### config.mk
export PLATFORM = sky130hd
export DESIGN_NAME = bkram_sequencer
export DESIGN_NICKNAME = d
export VERILOG_FILES = /design/src/rtl/bkram_pkg.sv /design/src/rtl/bkram_sequencer.sv
export SDC_FILE = /design/constraint.sdc
export NUM_CORES = 1
export LEC_CHECK = 0
export CORE_AREA = 2 2 81 83
export DETAILED_ROUTE_END_ITERATION = 6
export DIE_AREA = 0 0 83 85
export PLACE_DENSITY = 0.62
export SLEW_MARGIN = 15
export SYNTH_ARGS = -nofsm -noshare
export SYNTH_HDL_FRONTEND = slang
export SYNTH_SLANG_ARGS = --single-unit
### constraint.sdc
create_clock -name clk_sys -period 2.5 [get_ports clk_sys]
set_input_delay 0.25 -clock clk_sys [delete_from_list [all_inputs] [get_ports clk_sys]]
set_output_delay 0.25 -clock clk_sys [all_outputs]
set_load 0.01 [all_outputs]
### src/rtl/bkram_pkg.sv
// Shared constants for the backup-RAM sequencer: FSM state codes, sector size, ack timeout.
package bkram_pkg;

  typedef logic [1:0] bk_state_t;

  localparam bk_state_t ST_IDLE = 2'd0;
  localparam bk_state_t ST_REQ  = 2'd1;
  localparam bk_state_t ST_XFER = 2'd2;

  localparam int          SECT_BYTES = 512;
  localparam logic [23:0] BK_ACK_TMO = 24'hFFFFFF;

endpackage

### src/rtl/bkram_sequencer.sv
// Backup-RAM save sequencer: streams the nvram image sector by sector to/from the mounted save file.
// Request rises 1 cycle after an accepted edge; one sector in flight; edges seen while busy are dropped.
module bkram_sequencer
  import bkram_pkg::*;
#(
  parameter int          SECT_LOG2 = 6,
  parameter logic [23:0] ACK_TMO   = BK_ACK_TMO
) (
  input  logic        clk_sys,
  input  logic        reset,
  input  logic        bk_ena,
  input  logic        load_req,
  input  logic        save_req,
  input  logic        autoload,
  input  logic        autosave_en,
  input  logic        osd_status,
  input  logic        nvram_we,
  input  logic        sd_ack,
  output logic [31:0] sd_lba,
  output logic        sd_rd,
  output logic        sd_wr,
  output logic        busy,
  output logic        loading,
  output logic        dirty,
  output logic        error
);

  bk_state_t            r_state;
  logic [23:0]          r_cnt;
  logic [SECT_LOG2-1:0] r_lba;
  logic                 r_rd;
  logic                 r_wr;
  logic                 r_busy;
  logic                 r_loading;
  logic                 r_dirty;
  logic                 r_error;
  logic                 r_load_d;
  logic                 r_save_d;
  logic                 r_osd_d;
  logic                 r_ack_d;

  logic w_load_lvl;
  logic w_save_lvl;
  logic w_load_edge;
  logic w_save_edge;
  logic w_autoload;
  logic w_autosave;
  logic w_start_load;
  logic w_start_save;
  logic w_idle;
  logic w_ack_rise;
  logic w_ack_fall;
  logic w_last;
  logic w_tmo;
  logic w_save_start;
  logic w_load_done;

  assign w_load_lvl  = load_req & bk_ena;
  assign w_save_lvl  = save_req & bk_ena;
  assign w_load_edge = w_load_lvl & ~r_load_d;
  assign w_save_edge = w_save_lvl & ~r_save_d;
  assign w_autoload  = autoload & bk_ena;
  // Autosave fires on OSD close, and only when there is something new to write.
  assign w_autosave  = ~osd_status & r_osd_d & autosave_en & bk_ena & r_dirty;

  assign w_start_load = w_load_edge | w_autoload;
  assign w_start_save = ~w_start_load & (w_save_edge | w_autosave);

  assign w_idle     = (r_state == ST_IDLE);
  assign w_ack_rise = sd_ack & ~r_ack_d;
  assign w_ack_fall = ~sd_ack & r_ack_d;
  assign w_last     = &r_lba;
  assign w_tmo      = (r_cnt == ACK_TMO - 24'd1);

  assign w_save_start = w_idle & w_start_save;
  assign w_load_done  = (r_state == ST_XFER) & w_ack_fall & w_last & r_loading;

  always_ff @(posedge clk_sys) begin
    if (reset) begin
      r_state   <= ST_IDLE;
      r_cnt     <= '0;
      r_lba     <= '0;
      r_rd      <= 1'b0;
      r_wr      <= 1'b0;
      r_busy    <= 1'b0;
      r_loading <= 1'b0;
      r_dirty   <= 1'b0;
      r_error   <= 1'b0;
      // Preload edge history so levels already high at release do not count as edges.
      r_load_d  <= w_load_lvl;
      r_save_d  <= w_save_lvl;
      r_osd_d   <= osd_status;
      r_ack_d   <= sd_ack;
    end else begin
      r_load_d <= w_load_lvl;
      r_save_d <= w_save_lvl;
      r_osd_d  <= osd_status;
      r_ack_d  <= sd_ack;

      // A core write racing the start of a save must survive: the save may miss it.
      r_dirty <= nvram_we | (r_dirty & ~w_save_start & ~w_load_done);

      case (r_state)
        ST_IDLE: begin
          if (w_start_load | w_start_save) begin
            r_lba     <= '0;
            r_rd      <= w_start_load;
            r_wr      <= ~w_start_load;
            r_busy    <= 1'b1;
            r_loading <= w_start_load;
            r_error   <= 1'b0;
            r_cnt     <= '0;
            r_state   <= ST_REQ;
          end
        end
        ST_REQ: begin
          if (w_ack_rise) begin
            r_rd    <= 1'b0;
            r_wr    <= 1'b0;
            r_cnt   <= '0;
            r_state <= ST_XFER;
          end else if (w_tmo) begin
            r_rd      <= 1'b0;
            r_wr      <= 1'b0;
            r_error   <= 1'b1;
            r_busy    <= 1'b0;
            r_loading <= 1'b0;
            r_cnt     <= '0;
            r_state   <= ST_IDLE;
          end else begin
            r_cnt <= r_cnt + 24'd1;
          end
        end
        ST_XFER: begin
          if (w_ack_fall) begin
            if (w_last) begin
              r_busy    <= 1'b0;
              r_loading <= 1'b0;
              r_state   <= ST_IDLE;
            end else begin
              r_lba   <= r_lba + SECT_LOG2'(1);
              r_rd    <= r_loading;
              r_wr    <= ~r_loading;
              r_cnt   <= '0;
              r_state <= ST_REQ;
            end
          end
        end
        default: r_state <= ST_IDLE;
      endcase
    end
  end

  assign sd_lba  = {{(32-SECT_LOG2){1'b0}}, r_lba};
  assign sd_rd   = r_rd;
  assign sd_wr   = r_wr;
  assign busy    = r_busy;
  assign loading = r_loading;
  assign dirty   = r_dirty;
  assign error   = r_error;

endmodule

==> results.cfg <==
[outcome]
status = finished clean

[route]
drc = 0
vias = 2164
ant_nets = 0
drt_first_iter_violations = 75
dr.pass1.iters = 4
drt_wl_total_microns = 5360
drt-wirelength-per-cell_microns = 13.4
vias_per_cell = 5.40

[timing]
fin_tns_setup_ps = 0
post-route-period-util = 0.923
drv_slew = 0
setup_viol_count_final = 0
fmax_ghz = 0.433
tightest_slew_ps = 561
finalCriticalPeriod_ps = 2310
layout_setup_ws_ps = 192
rsz0062_at_grt = false
hold_viol_final = 0
clock_skew_ps = 3.93
relSlewSlack = 0.626

[hold_path]
min_path_cells = 1
worstHoldPathType = primary input to flip-flop

[critical_path]
cp_max_fo = 19
critical_path_class = flip-flop to flip-flop
rr_worst_depth = 8
start_kind = flip-flop
crit_chain = inv_1, ha_1, nor2b_1, a211o_1, a211o_2, buf_4, or3_1, a21oi_1
endpoint_kind = flip-flop
worstPathRequired_ps = 2720
cpMaxStageDelayCell = a211o_2
crit_arrival_ps = 2530
critPathMaxStageDelay_ps = 420

[grt]
grt_pass1_vias = 1955
grt_pass1_wl_microns = 9040
grt_start_max_net_pins = 25
grt_remaining_overflow = 0
grt_usage = 0.154
antenna_found_initial = 0

[finish]
drive_above_1_share = 0.0957
diodes = 0
num-nets-final = 340
final_cells = 401
fillers = 622
post-route-util = 0.448
syn_to_final_growth_pct = 14.3

[clock_network]
cts_num_sinks = 42
ctsHoldBuffers = 0
cts_root_buffer = clkbuf_8
cts_tree = built
htreeDepth = 2
clkTransAtPathRegs_ps = 80
cts_buffers = 5
cts_setup_buffers = 0
clk_latency_ps = 290
cts_buffer_depth = 2

[place]
dp.cells = 393
post-place-ws_ps = 10.1
port_buffers = 21
place.gp.congestion = 0.800
dpl.hpwl_microns = 3920

[synth]
synth_edf_count = 0
synth_cells = 296
ys_types = 47
async_flop_share = 0
synth_area_leaders = dfxtp_1 (35%), buf_4 (8.0%), a21oi_1 (6.2%)
yosys_warnings = 0
syn_area_per_cell_sq_um = 8.22
synth_seq_cells = 42
synth-seq-area-share = 0.346
ys.flop_type = dfxtp_1
synth_area_sq_mm = 0.00243
yosysTopAreaCell = dfxtp_1
yosysTopAreaCellShare = 0.346

[pwr]
p_per_area_mw_per_mm2 = 551
leakagePower_nw = 0.974
vdd_drop_max_mv = 0.258

[floorplanning]
start_util = 0.392
die_h_microns = 85
dieWidth_microns = 83
core_sq_mm = 0.00620
ios = 48
rows = 29
dieArea_sq_mm = 0.00706

[job]
drv_cap = 0
-- cell type report --
class                   count  area [sq um]  share of cell area
multi-input cells         223          1360               0.491
clock inverters             1          5.00             0.00180
flip-flops and latches     42           841               0.302
well taps                  77          96.3              0.0347
clock buffers               7          86.3              0.0311
inverters                  16          60.1              0.0216
repair buffers             35           328               0.118
-- routing by layer --
layer,global-route usage,part of all wire,vias to the layer above
met5,0,0,-
met2,0.268,0.49,57
met4,0.0447,0.0050,0
met1,0.192,0.46,1020
li1,-,-,1085
met3,0.0360,0.046,2
-- cell families after synthesis --
logic type / share of synthesized area
flops: 0.346
simple gates: 0.243
other cells: 0.00154
buf+inv: 0.133
mux: 0.0170
xor+xnor: 0.0108
compound gates: 0.213
fa+ha+maj: 0.0360
-- path summary, 6_finish.rpt --
kind,start,slack [ps],end
min,osd_status,430,r_osd_d$_DFF_P_
max reg2reg,r_state[0]$_SDFFE_PP0P_,190,r_cnt[3]$_SDFFE_PP0P_
min reg2reg,r_cnt[10]$_SDFFE_PP0P_,490,r_cnt[10]$_SDFFE_PP0P_
max,r_state[0]$_SDFFE_PP0P_,190,r_cnt[3]$_SDFFE_PP0P_
-- layout by cell type (no fill, tap or decap), types with 5 or more instances in the layout --
cell type and n:
nand2_1 12, nand4_1 13, inv_1 16, o31ai_1 10
nor2_1 11, clkdlybuf4s50_1 21, buf_4 13, clkbuf_8 6
and3_1 5, nand3_1 13, or4_1 9, nor2b_1 5
o21ai_0 18, conb_1 26, or3_1 13, dfxtp_1 42
a21oi_1 30, ha_1 7
-- sequential cells by signal, indices dropped and copies added (netlist names) --
signal,count
busy,1
dirty,1
error,1
loading,1
r_ack_d,1
r_cnt,24
r_lba,6
r_load_d,1
r_osd_d,1
r_save_d,1
r_state,2
sd_rd,1
sd_wr,1
-- Yosys cell counts, types with 6 or more instances --
cell type  instances
nand4_1           13
dfxtp_1           42
inv_1             16
buf_4             26
or4_1              9
nand2_1           12
nand3_1           13
ha_1               7
or3_1             13
nor2_1            11
o21ai_0           18
a21oi_1           30
buf_2              6
o31ai_1           10
-- metrics by stage --
step	instance area, sq um	hold WS, ps	power (mW)
6_report	2780	428	1.53
4_1_cts	2780	418	1.55
3_3_place_gp	2690	466	1.09
2_1_floorplan	2530	278	0.998
3_5_place_dp	2690	477	1.09
5_1_grt	2780	434	1.62
-- critical path, delay by kind of cell (launching register included) --
family | cells | cell delay [ps]
AOI/OAI and AO/OA | 3 | 860
and+or+nand+nor | 2 | 490
DFF | 1 | 390
buffers and inverters | 2 | 300
adders and majority gates | 1 | 210
-- report_power, final --
group	switching, mW	leakage (nW)	internal, mW
sequential	0.0259	0.341	0.699
clock	0.228	0.0482	0.223
combinational	0.200	0.584	0.156
-- repair_timing --
action	in CTS	in global routing
hold endpoints to repair	0	0
gates resized for setup	0	1
setup endpoints to repair	0	10
(Power assumes the default switching activity.)
